<file path="src/rtl/oam_dma.sv">
// oam_dma: sprite DMA that halts the CPU and copies a 256-byte page to the PPU OAM data port
module oam_dma #(
  parameter logic [15:0] DMA_TRIGGER_ADDR = 16'h4014,
  parameter logic [15:0] OAM_DATA_ADDR    = 16'h2004
) (
  input  logic        i_clk,
  input  logic        i_reset_n,
  input  logic        i_cpu_rw,
  input  logic [15:0] i_cpu_address,
  input  logic [7:0]  i_cpu_data,
  output logic        o_cpu_rdy,
  output logic [7:0]  o_cpu_data,
  output logic        o_rw,
  output logic [15:0] o_address,
  output logic [7:0]  o_data,
  input  logic [7:0]  i_data,
  output logic [2:0]  o_debug_state,
  output logic        o_debug_odd
);
  typedef enum logic [2:0] {IDLE, HALT, ALIGN, READ, WRITE} state_t;
  state_t state, state_nxt;
  logic r_odd;
  logic [7:0] r_page, r_idx, r_byte;
  logic trig, pass;
  assign trig = !i_cpu_rw && i_cpu_address == DMA_TRIGGER_ADDR;
  always_ff @(posedge i_clk or negedge i_reset_n) begin
    if (!i_reset_n) begin
      state  <= IDLE;
      r_odd  <= 1'b0;
      r_page <= 8'h00;
      r_idx  <= 8'h00;
      r_byte <= 8'h00;
    end else begin
      state <= state_nxt;
      r_odd <= ~r_odd;
      if (state == IDLE && trig) begin
        r_page <= i_cpu_data;
        r_idx  <= 8'h00;
      end
      if (state == READ) r_byte <= i_data;
      if (state == WRITE) r_idx <= r_idx + 8'd1;
    end
  end
  always_comb begin
    state_nxt = IDLE;
    case (state)
      IDLE:    state_nxt = trig ? HALT : IDLE;
      HALT:    state_nxt = r_odd ? READ : ALIGN;
      ALIGN:   state_nxt = READ;
      READ:    state_nxt = WRITE;
      WRITE:   state_nxt = r_idx == 8'hFF ? IDLE : READ;
      default: state_nxt = IDLE;
    endcase
  end
  // CPU keeps the bus until the first dummy/real read; HALT still passes it through
  assign pass          = state == IDLE || state == HALT;
  assign o_cpu_rdy     = state == IDLE;
  assign o_rw          = pass ? i_cpu_rw : state != WRITE;
  assign o_address     = pass ? i_cpu_address : state == WRITE ? OAM_DATA_ADDR : {r_page, r_idx};
  assign o_data        = pass ? i_cpu_data : r_byte;
  assign o_cpu_data    = i_data;
  assign o_debug_state = state;
  assign o_debug_odd   = r_odd;
endmodule

</file>
<file path="config.mk">
export PLATFORM = sky130hd
export DESIGN_NAME = oam_dma
export DESIGN_NICKNAME = d
export VERILOG_FILES = /design/src/rtl/oam_dma.sv
export SDC_FILE = /design/constraint.sdc
export NUM_CORES = 1
export LEC_CHECK = 0
export ABC_AREA = 1
export CORE_ASPECT_RATIO = 1.2
export CORE_UTILIZATION = 43
export CTS_BUF_LIST = sky130_fd_sc_hd__clkbuf_2 sky130_fd_sc_hd__clkbuf_4 sky130_fd_sc_hd__clkbuf_8
export DETAILED_ROUTE_END_ITERATION = 8
export PLACE_DENSITY_LB_ADDON = 0.12
export SETUP_SLACK_MARGIN = 0.2
export SYNTH_ARGS = -nofsm -noshare
export SYNTH_HDL_FRONTEND = slang
export SYNTH_SLANG_ARGS = --single-unit
</file>
<file path="constraint.sdc">
create_clock -name i_clk -period 2.43 [get_ports i_clk]
set_clock_uncertainty 0.2 [all_clocks]
set_input_delay 0.729 -clock i_clk [delete_from_list [all_inputs] [get_ports i_clk]]
set_output_delay 0.729 -clock i_clk [all_outputs]
set_load 0.005 [all_outputs]
</file>
Word-level counts from Yosys, hierarchy flattened
Index checks and enable logic that the tools add are counted.
{"block": "totals", "ff_bits": 28, "latch_bits": 0, "ram_bits": 0, "romBits": 0, "inputBits": 35, "output_inout_bits": 38, "mem_count": 0}
{"block": "classes", "n_addsub": 1, "mul": 0, "div_mod_pow": 0, "magnitude_cmp": 0, "eq_ne": 7, "shift": 0, "mux": 10, "bitwise_logic": 1, "n_reduce_logical": 6}
{"cell": "16-bit 2-to-1 mux", "n": 2}
{"cell": "8-bit 2-to-1 mux", "n": 3}
{"cell": "16-bit by 15-bit == test with 1-bit output, second input constant", "n": 1}
{"cell": "3-bit one-hot mux with 5 select lines", "n": 1}
{"cell": "8-bit by 1-bit adder with 8-bit output, second input constant", "n": 1}
{"cell": "8-bit == test, second input constant", "n": 1}
{"cell": "3-bit by 2-bit == test with 1-bit output, second input constant", "n": 2}
{"cell": "3-bit by 1-bit == test with 1-bit output, second input constant", "n": 1}
{"cell": "3-bit == test, second input constant", "n": 1}
{"cell": "3-bit zero test", "n": 1}
{"cell": "1-bit 2-to-1 mux", "n": 3}
{"cell": "3-bit != test, second input constant", "n": 1}
{"cell": "1-bit logical AND", "n": 2}
{"cell": "2-bit 2-to-1 mux", "n": 1}
{"cell": "2-bit nonzero test", "n": 1}
{"cell": "1-bit zero test", "n": 1}
{"cell": "1-bit logical OR", "n": 1}
{"cell": "1-bit NOT", "n": 1}

Logic depth before layout (Yosys ltp)
{"block": "logic_depth", "ltp_word": 5, "depth_mapped": 8, "mapped_depth_nobuf": 7}

Worst setup path after synthesis
OpenSTA, ideal clock, no wires.
{"block": "synth_path", "kind": "register -> output", "startpoint": "register state[1] (netlist: o_debug_state[1])", "endpoint": "output port o_address[0]", "arrival_ps": 1138, "t_required_ps": 1501, "setup_slack_ps": 363, "path_stages_with_launch": 5, "path_cell_list": "dfrtp_1 > nor2_4 > nor2_2 > inv_1 > o21ai_0"}
{"block": "synth_via", "elab_chain_len": 3, "elab_cells_between_ends": 6, "cone_classes": "2 x eq/ne; 2 x mux; 2 x reduce/logical"}
{"element": "from (decl)", "line": "21", "rtl": "state_t state, state_nxt;"}
{"element": "from (signal assigned)", "line": "34", "rtl": "state <= state_nxt;"}
{"element": "3-bit == test, or another cell as far along", "line": "59", "rtl": "assign o_address = pass ? i_cpu_address : state == WRITE ? OAM_DATA_ADDR : {r_page, r_idx};"}
{"element": "16-bit 2-to-1 mux or 1-bit logical OR (tied branches)", "line": "59, 56"}
{"element": "16-bit 2-to-1 mux *", "line": "59"}
{"element": "to (decl)", "line": "14", "rtl": "output logic [15:0] o_address,"}
Every way passes the cells marked *; elsewhere a longest branch is shown, timed or not.

Worst setup path after layout
{"block": "layout_path", "startpoint": "register state[1] (netlist: o_debug_state[1])", "endpoint": "output port o_address[10]"}
Same word-level chain as after synthesis.

==> flow_summary.toml <==
[detailed_routing]
routed_via_density = 4.891
wirelength_um = 5676
dr.pass1.iters = 5
ant_nets = 0
wl_per_cell_um = 13.74
vias = 2020
drt_iter0_markers = 101
drc_errors = 0

[pwr]
p_leak_nw = 1.640
peakVddDrop_uv = 635.9
power_density_nw_per_um2 = 943.8
combinationalPowerShare_pct = 67.4
switchingPower_mw = 1.069
p_int_mw = 1.711
seq_power_share_pct = 23.5
p_sw_share_pct = 38.45
power.share.clock_pct = 9.1

[final_layout]
design_area_um2 = 2945
fin_nets = 399
drive_gt1_share_pct = 40.44
areaGrowthSynthToFinish_pct = 76.07
n_antenna_cell = 0

[worst_setup_path]
startpoint_type = "flip-flop"
crit_start = "o_debug_state[1]"
path_max_fanout = 5
worst_setup_path_end_kind = "output port"
critPathRequiredTime_ns = 1.50
reg2reg_slack_ns = 0.57
crit_end = "o_address[10]"
r2r_cells = 7
cp.arrival_ns = 1.49
criticalPathCategory = "reg2out"
timing.rr.end = "r_byte[7]"
timing.rr.start = "o_debug_state[1]"

[cts]
cts.sinks = 28
cts_tree = "yes"
cts_buffers = 3
insertion_delay_ns = 0.27
cts.clk_slew.worst_paths_ns = 0.09
cts_root_buf = "clkbuf_8"
cts_max_level = 1
clk_path_buf_depth = 2
cts_hold_buf = 0

[timing]
tightest_slew_ns = 0.3649
setup_viol = 0
tns_ns = 0
post-route-period-util_pct = 99.73
timing.final.ws_setup_ns = 0.006669
hold_violations = 0
maxSlewHeadroom_pct = 75.68
rsz0062_at_grt = "true"
fin_crit_ns = 2.423
slew_violations = 0
max_freq_ghz = 0.4127

[floorplan]
io_pins = 73
coreArea_um2 = 3664
rows = 24
die_w_um = 58.94
start_util_pct = 45.66
die_y_um = 70.33
die_area_um2 = 4145

[global_route]
grt_max_degree = 29
gr-total-overflow = 0
track_usage_pct = 27.66
grt_pass1_vias = 2077
grt_pass1_wl_um = 8694
antenna_found_initial = 0

[logic_synthesis]
ys_warn_count = 0
synth_commonest_cells = "76 x nand2_1, 29 x inv_1, 28 x dfrtp_1"
synth.avg_cell_area_um2 = 7.435
syn_area_um2 = 1673
synth-edff-count = 0
syn_inst = 225
ys.flop_type = "dfrtp_1"
yosysMostFrequentCell = "nand2_1"
synthesis.nets = 261
synth.area.top_cells = "dfrtp_1 42%, nand2_1 17%, inv_1 6.5%, nand3_1 5.1%, o21ai_0 4.8%"
yosysSeqAreaShare_pct = 41.88
ys_ff_latch = 28
postSynth.asyncResetShare_pct = 100.0
synth.distinct_cells = 26
synth.largest_area_cell = "dfrtp_1"
synth_top_area_share_pct = 41.88

[place]
portBuffers = 72
dpl_worst_slack_ns = -0.4673
hpwl_um = 3443
globalplace.congestion = 0.8471
place_area_um2 = 2610

[run]
maxCapViolCount = 0

[worst_hold_path]
hp-class = "reg2reg"

[outcome]
status = "completed"
-- layer usage --
layer	GRT usage [%]	wire length [um]
met5	0	0
met4	10.58	87
met3	4.630	227
met2	54.04	3284
met1	27.59	2077
-- per-stage QoR --
stage / hold slack, ns / std cells / power (mW) / util (%)
after floorplan: 0.2334 / 225 / 1.224 / -
after global placement: 0.2401 / 367 / 2.085 / 71.24
after detailed placement: 0.2377 / 367 / 2.102 / 71.24
after CTS: 0.2574 / 408 / 2.621 / 78.21
after global routing: 0.2685 / 413 / 2.947 / 80.40
final: 0.2605 / 413 / 2.780 / 80.40
-- registers in the layout (all words and copies together) (netlist names) --
signal / cells
o_debug_odd: 1
o_debug_state: 3
r_byte: 8
r_idx: 8
r_page: 8
-- cell families after synthesis --
group,synth area share (%)
adders and majority gates,0.7478
DFF,41.88
and+or+nand+nor,30.67
buffers and inverters,12.57
AOI/OAI and AO/OA,14.14
-- repair_timing --
action	4_1_cts	5_1_grt
setup buffers	36	5
pin swaps	20	4
gates resized for setup	199	18
endpoints found under the setup margin	36	44
cloned	2	0
-- cell type report --
class	instances	area, um^2
clock buffer	3	41.29
tap	52	65.06
sequential	28	701.9
multi-input combinational	153	828.3
fill	273	718.2
inverter	31	118.9
timing repair buffer	146	1190
-- how the worst min path moves through the flow --
stage	from	end	slack, ns	cells after the start
after CTS	o_debug_odd	o_debug_odd	0.26	1
after global routing	o_debug_odd	o_debug_odd	0.27	1
after floorplan	i_reset_n	o_debug_odd	0.23	0
after detailed placement	o_debug_odd	o_debug_odd	0.24	1
final	o_debug_odd	o_debug_odd	0.26	1
after global placement	o_debug_odd	o_debug_odd	0.24	1
-- power by group through the flow --
stage | Combinational [mW] | Sequential (mW) | Clock (mW)
2_1_floorplan | 0.573 | 0.651 | 0
3_3_place_gp | 1.43 | 0.652 | 0
3_5_place_dp | 1.45 | 0.656 | 0
4_1_cts | 1.73 | 0.645 | 0.251
5_1_grt | 2.01 | 0.666 | 0.274
6_report | 1.87 | 0.655 | 0.252
-- cells in the final DEF, fill, tap and decap left out, types with 2 or more instances in the layout --
master and n:
nor2_4 3, nand2_2 4, o21ai_2 15, nand3_1 17, clkinv_1 2, a22o_1 6
nor2_2 4, inv_1 26, o21ai_1 6, dfrtp_1 27, nand2_1 72, clkdlybuf4s50_1 3
nor2_1 10, o21ai_0 3, dlygate4sd2_1 33, buf_4 58, dlymetal6s2s_1 2, o22ai_2 2
nand4_1 2, buf_6 12, clkdlybuf4s15_2 2, inv_2 2, clkbuf_8 3, buf_2 32
buf_12 3
-- critical path, stage by stage (launching register included) --
cell	delay (ns)
dfrtp_2	0.45
nor2_4	0.13
buf_6	0.13
nor2_4	0.05
buf_6	0.14
a22o_1	0.19
buf_2	0.14
Power figures use the tool's default switching activity.
